### src/rtl/sdma_req_arbiter.sv
// Round-robin arbiter sharing one SDMA channel among NUM_REQ clients; owns the Req/Active/Done handshake.
// Optional watchdog enabled by defining SDMA_ARB_TIMEOUT_EN.
module sdma_req_arbiter #(
  parameter int NUM_REQ   = 2,
  parameter int IDX_W     = 1,
  parameter int TIMEOUT_W = 16
) (
  input  logic               WB_CLK,
  input  logic               WB_RSTn,
  input  logic [NUM_REQ-1:0] Req_i,
  input  logic [NUM_REQ-1:0] Enable_i,
  output logic [NUM_REQ-1:0] Grant_o,
  output logic [NUM_REQ-1:0] Done_o,
  output logic [IDX_W-1:0]   Cur_Client_o,
  output logic               Busy_o,
  output logic               SDMA_Req_o,
  input  logic               SDMA_Done_i,
  input  logic               SDMA_Active_i,
  output logic               Err_Timeout_o,
  input  logic               Err_Clr_i
);

  typedef enum logic [1:0] {
    ST_IDLE   = 2'd0,
    ST_REQ    = 2'd1,
    ST_ACTIVE = 2'd2,
    ST_DONE   = 2'd3
  } state_e;

  localparam int                 CW        = IDX_W + 1;
  localparam logic [NUM_REQ-1:0] GRANT_LSB = NUM_REQ'(1);
  localparam logic [IDX_W-1:0]   LAST_IDX  = IDX_W'(NUM_REQ - 1);

  state_e             state_q, state_d;
  logic [NUM_REQ-1:0] grant_q, grant_d;
  logic [IDX_W-1:0]   cur_q, cur_d;
  logic               sdma_req_q, sdma_req_d;
  logic               err_q, err_d;

  logic [NUM_REQ-1:0] eligible;
  logic               win_found;
  logic [IDX_W-1:0]   win_idx;
  logic [CW-1:0]      cand;
  logic               timeout_hit;

  assign eligible = Req_i & Enable_i;

  // Search starts just after the previous owner, so the previous owner is checked last.
  always_comb begin
    win_found = 1'b0;
    win_idx   = cur_q;
    cand      = '0;
    for (int k = 1; k <= NUM_REQ; k++) begin
      cand = {1'b0, cur_q} + CW'(k);
      if (cand >= CW'(NUM_REQ)) begin
        cand = cand - CW'(NUM_REQ);
      end
      if (!win_found && eligible[cand[IDX_W-1:0]]) begin
        win_found = 1'b1;
        win_idx   = cand[IDX_W-1:0];
      end
    end
  end

`ifdef SDMA_ARB_TIMEOUT_EN
  logic [TIMEOUT_W-1:0] cnt_q, cnt_d, cnt_inc;

  assign cnt_inc = cnt_q + TIMEOUT_W'(1);

  // A completed transfer wins over a watchdog expiry in the same cycle.
  assign timeout_hit = ((state_q == ST_REQ) || (state_q == ST_ACTIVE)) &&
                       !SDMA_Done_i && (&cnt_inc);

  always_comb begin
    cnt_d = cnt_q;
    if (state_q == ST_IDLE) begin
      cnt_d = '0;
    end else if ((state_q == ST_REQ) || (state_q == ST_ACTIVE)) begin
      cnt_d = cnt_inc;
    end
  end

  always_ff @(posedge WB_CLK or negedge WB_RSTn) begin
    if (!WB_RSTn) begin
      cnt_q <= '0;
    end else begin
      cnt_q <= cnt_d;
    end
  end
`else
  logic unused_err_clr;

  assign timeout_hit    = 1'b0;
  assign unused_err_clr = Err_Clr_i;
`endif

  // NOTE: every always_comb output gets a default first so no path can infer a latch.
  always_comb begin
    state_d    = state_q;
    grant_d    = grant_q;
    cur_d      = cur_q;
    sdma_req_d = sdma_req_q;

    unique case (state_q)
      ST_IDLE: begin
        if (win_found) begin
          grant_d    = GRANT_LSB << win_idx;
          cur_d      = win_idx;
          sdma_req_d = 1'b1;
          state_d    = ST_REQ;
        end
      end
      ST_REQ: begin
        if (SDMA_Done_i) begin
          sdma_req_d = 1'b0;
          state_d    = ST_DONE;
        end else if (SDMA_Active_i) begin
          sdma_req_d = 1'b0;
          state_d    = ST_ACTIVE;
        end
      end
      ST_ACTIVE: begin
        if (SDMA_Done_i) begin
          state_d = ST_DONE;
        end
      end
      ST_DONE: begin
        grant_d = '0;
        state_d = ST_IDLE;
      end
      default: begin
        state_d = ST_IDLE;
      end
    endcase

    // Watchdog abort: the failed client keeps Cur_Client_o, so others get the next turn.
    if (timeout_hit) begin
      grant_d    = '0;
      sdma_req_d = 1'b0;
      state_d    = ST_IDLE;
    end
  end

  always_comb begin
    err_d = err_q;
    if (Err_Clr_i) begin
      err_d = 1'b0;
    end else if (timeout_hit) begin
      err_d = 1'b1;
    end
  end

  // NOTE: sequential state uses non-blocking assignments so all registers update together.
  always_ff @(posedge WB_CLK or negedge WB_RSTn) begin
    if (!WB_RSTn) begin
      state_q    <= ST_IDLE;
      grant_q    <= '0;
      cur_q      <= LAST_IDX;
      sdma_req_q <= 1'b0;
      err_q      <= 1'b0;
    end else begin
      state_q    <= state_d;
      grant_q    <= grant_d;
      cur_q      <= cur_d;
      sdma_req_q <= sdma_req_d;
      err_q      <= err_d;
    end
  end

  assign Grant_o       = grant_q;
  assign Done_o        = (state_q == ST_DONE) ? grant_q : '0;
  assign Cur_Client_o  = cur_q;
  assign Busy_o        = (state_q != ST_IDLE);
  assign SDMA_Req_o    = sdma_req_q;
  assign Err_Timeout_o = err_q;

  a_grant_onehot0: assert property (@(posedge WB_CLK) disable iff (!WB_RSTn)
    $onehot0(Grant_o));
  a_done_in_grant: assert property (@(posedge WB_CLK) disable iff (!WB_RSTn)
    ((Done_o & ~Grant_o) == '0));

endmodule
### config.mk
export PLATFORM = sky130hd
export DESIGN_NAME = sdma_req_arbiter
export DESIGN_NICKNAME = d
export VERILOG_FILES = /design/src/rtl/sdma_req_arbiter.sv
export SDC_FILE = /design/constraint.sdc
export NUM_CORES = 1
export LEC_CHECK = 0
export ABC_AREA = 1
export CORE_AREA = 5 5 42 44
export CTS_CLUSTER_SIZE = 8
export DETAILED_ROUTE_END_ITERATION = 8
export DIE_AREA = 0 0 47 49
export PLACE_DENSITY_LB_ADDON = 0.2
export SYNTH_ARGS = -nofsm -noshare
export SYNTH_HDL_FRONTEND = slang
export SYNTH_SLANG_ARGS = --single-unit
### constraint.sdc
create_clock -name WB_CLK -period 3.5 [get_ports WB_CLK]
set_clock_uncertainty 0.1 [all_clocks]
set_input_delay 0.35 -clock WB_CLK [delete_from_list [all_inputs] [get_ports WB_CLK]]
set_output_delay 0.35 -clock WB_CLK [all_outputs]
set_load 0.02 [all_outputs]
==> reports/metrics.csv <==
metric,value,unit
dp_cells,92,
placed_area,602,um^2
synth_area,449,um^2
ioPinCount,17,
gr-usage-met1,11.9,%
postLayoutCellArea,628,um^2
die_y,49,um
rr_endpoint,state_q[1],
syn2layout_area_growth,39.8,%
clkTransAtPathRegs,0.05,ns
clock_latency,0.25,ns
yosysSeqAreaShare,33.7,%
place_ws,1.55,ns
met3_usage,4.80,%
cts_resized,0,
antenna_found_initial,0,
num_vias,415,
critPathKind,reg2out,
finalNonFillerCells,96,
power_density,814,nW/um^2
post_cts_buffers,0,
diodes,0,
ant_nets,0,
portBuffers,14,
swShare,45.1,%
grt_pass1_wl,1570,um
final_nets,95,
grt_max_degree,7,
postRouteWirelength,924,um
hold_viol,0,
cp.buffers_inverters,3,
critPathCaptureType,output port,
synthCells,63,
clock.fmax,453,MHz
async_flop_share,100,%
p_comb_share,59.3,%
drv_slew,0,
coreArea,1400,um^2
fin_crit_sh,63.1,%
drtIter0Drc,1,
place.gp.congestion,0.769,
yosys.cell_types.count,16,
setup_viol_count_final,0,
synth_edf_count,0,
htreeDepth,1,
avgSynthCellArea,7.13,um^2
synth_seq_cells,6,
synth_top_area_cell,dfrtp_1,
numCtsBuffers,3,
finalCriticalPeriod,2.21,ns
syn_nets,77,
fin_ws,1.29,ns
crit_path_top_delay_cell,clkdlybuf4s50_1,
cpPeakStageDelay,0.60,ns
met2_usage,12.4,%
grt.busiest_layer,met2,
viasPerCell,4.32,
p_leak,0.000331,uW
crit_family,buffers and inverters,
rsz0062_at_grt,no,
cts_num_sinks,6,
dr.pass1.iters,2,
cp-start-kind,flip-flop,
initial_core_util,32.1,%
p_clk_share,14.3,%
first_global_vias,396,
ys_warn_count,0,
crit_cells,4,
maxCapViolCount,0,
max-vdd-ir-drop,374,uV
drive_above_1_share,12.5,%
synth_top_cell_area_share,27.9,%
wl_per_cell,9.63,um
die-area,2300,um^2
ctsHoldBuffers,0,
p_total,511,uW
rr_worst_depth,5,
cts_buffer_depth,2,
crit_chain,inv_1 -> ha_1 -> inv_2 -> clkdlybuf4s50_1,
grtUsageTotal,9.42,%
p_int,280,uW
status,finished clean,
hpwlAfterDp,780,um
arrival,1.76,ns
die_width,47,um
required,3.05,ns
synth_commonest_cells,"20 x nand2_1, 10 x inv_1, 9 x nand3_1",
seq_power_share,26.4,%
cts_tree,yes,
rrSetupSlack,2.12,ns
switchingPower,231,uW
grt-ovfl-total,0,
fin_tns_setup,0,ns
r2r_start,state_q[0],
synthTopCellsByArea,"dfrtp_1 28%, nand2_1 17%, ha_1 14%",
worst-path-max-fanout,5,
cts_root_buffer,clkbuf_4,
placementRows,14,
crit_start,state_q[0],
min_path_type,in2async,
drc,0,
synth.most_common_cell,nand2_1,
crit_path_end,Busy_o,
yosys_most_used_dff,dfrtp_1,
registers in the layout, indices dropped and copies added (netlist names):
name,cells
Grant_o,2
state_q,2
Cur_Client_o,1
SDMA_Req_o,1
through the flow:
stage          util [%]  hold slack, ns
2_1_floorplan         -         -0.0456
3_3_place_gp       42.9           0.354
3_5_place_dp       42.9           0.367
4_1_cts            44.8           0.247
5_1_grt            44.8           0.262
6_report           44.8           0.246
cells in the final DEF (no fill, tap or decap), drive strengths merged:
cell type	Yosys	routed
a21oi	1	1
clkbuf	0	4
clkdlybuf4s50	0	14
conb	1	1
dfrtp	5	5
dfstp	1	1
ha	5	5
inv	11	11
nand2	22	22
nand3	11	11
nand4	1	1
nor2	3	3
o21ai	1	1
power by group through the flow:
stage	Sequential (uW)	Clock, uW	Combinational, uW
5_1_grt	140	79.4	347
4_1_cts	136	75.8	308
3_5_place_dp	137	0	307
6_report	135	72.9	303
2_1_floorplan	156	0	182
3_3_place_gp	136	0	304
final cells by class:
| type | count | area [um^2] |
|---|---|---|
| clock buffers | 4 | 26.3 |
| inverters | 11 | 41.3 |
| fillers | 159 | 773 |
| well taps | 16 | 20.0 |
| multi-input cells | 45 | 249 |
| flip-flops and latches | 6 | 151 |
| repair buffers | 14 | 140 |
per-layer routing:
layer | part of all wire [%] | up-vias
li1 | - | 228
met3 | 8.4 | 4
met1 | 46 | 174
met5 | 0 | -
met4 | 2.1 | 0
met2 | 44 | 9
worst min path at each step:
stage | from | to | cells past startpoint
after detailed placement | SDMA_Req_o | SDMA_Req_o | 2
after global placement | SDMA_Req_o | SDMA_Req_o | 2
after global routing | WB_RSTn | SDMA_Req_o | 1
after CTS | WB_RSTn | SDMA_Req_o | 1
final | WB_RSTn | SDMA_Req_o | 1
after floorplan | WB_RSTn | Grant_o[0] | 0
kinds of logic after synthesis:
kind of cell,count (synthesis),synth area share (%)
other cells,1,0.835
buf+inv,12,10.9
simple gates,37,38.4
fa+ha+maj,5,13.9
flops,6,33.7
compound gates,2,2.23
Note: power is estimated with default switching activity, not from simulation.
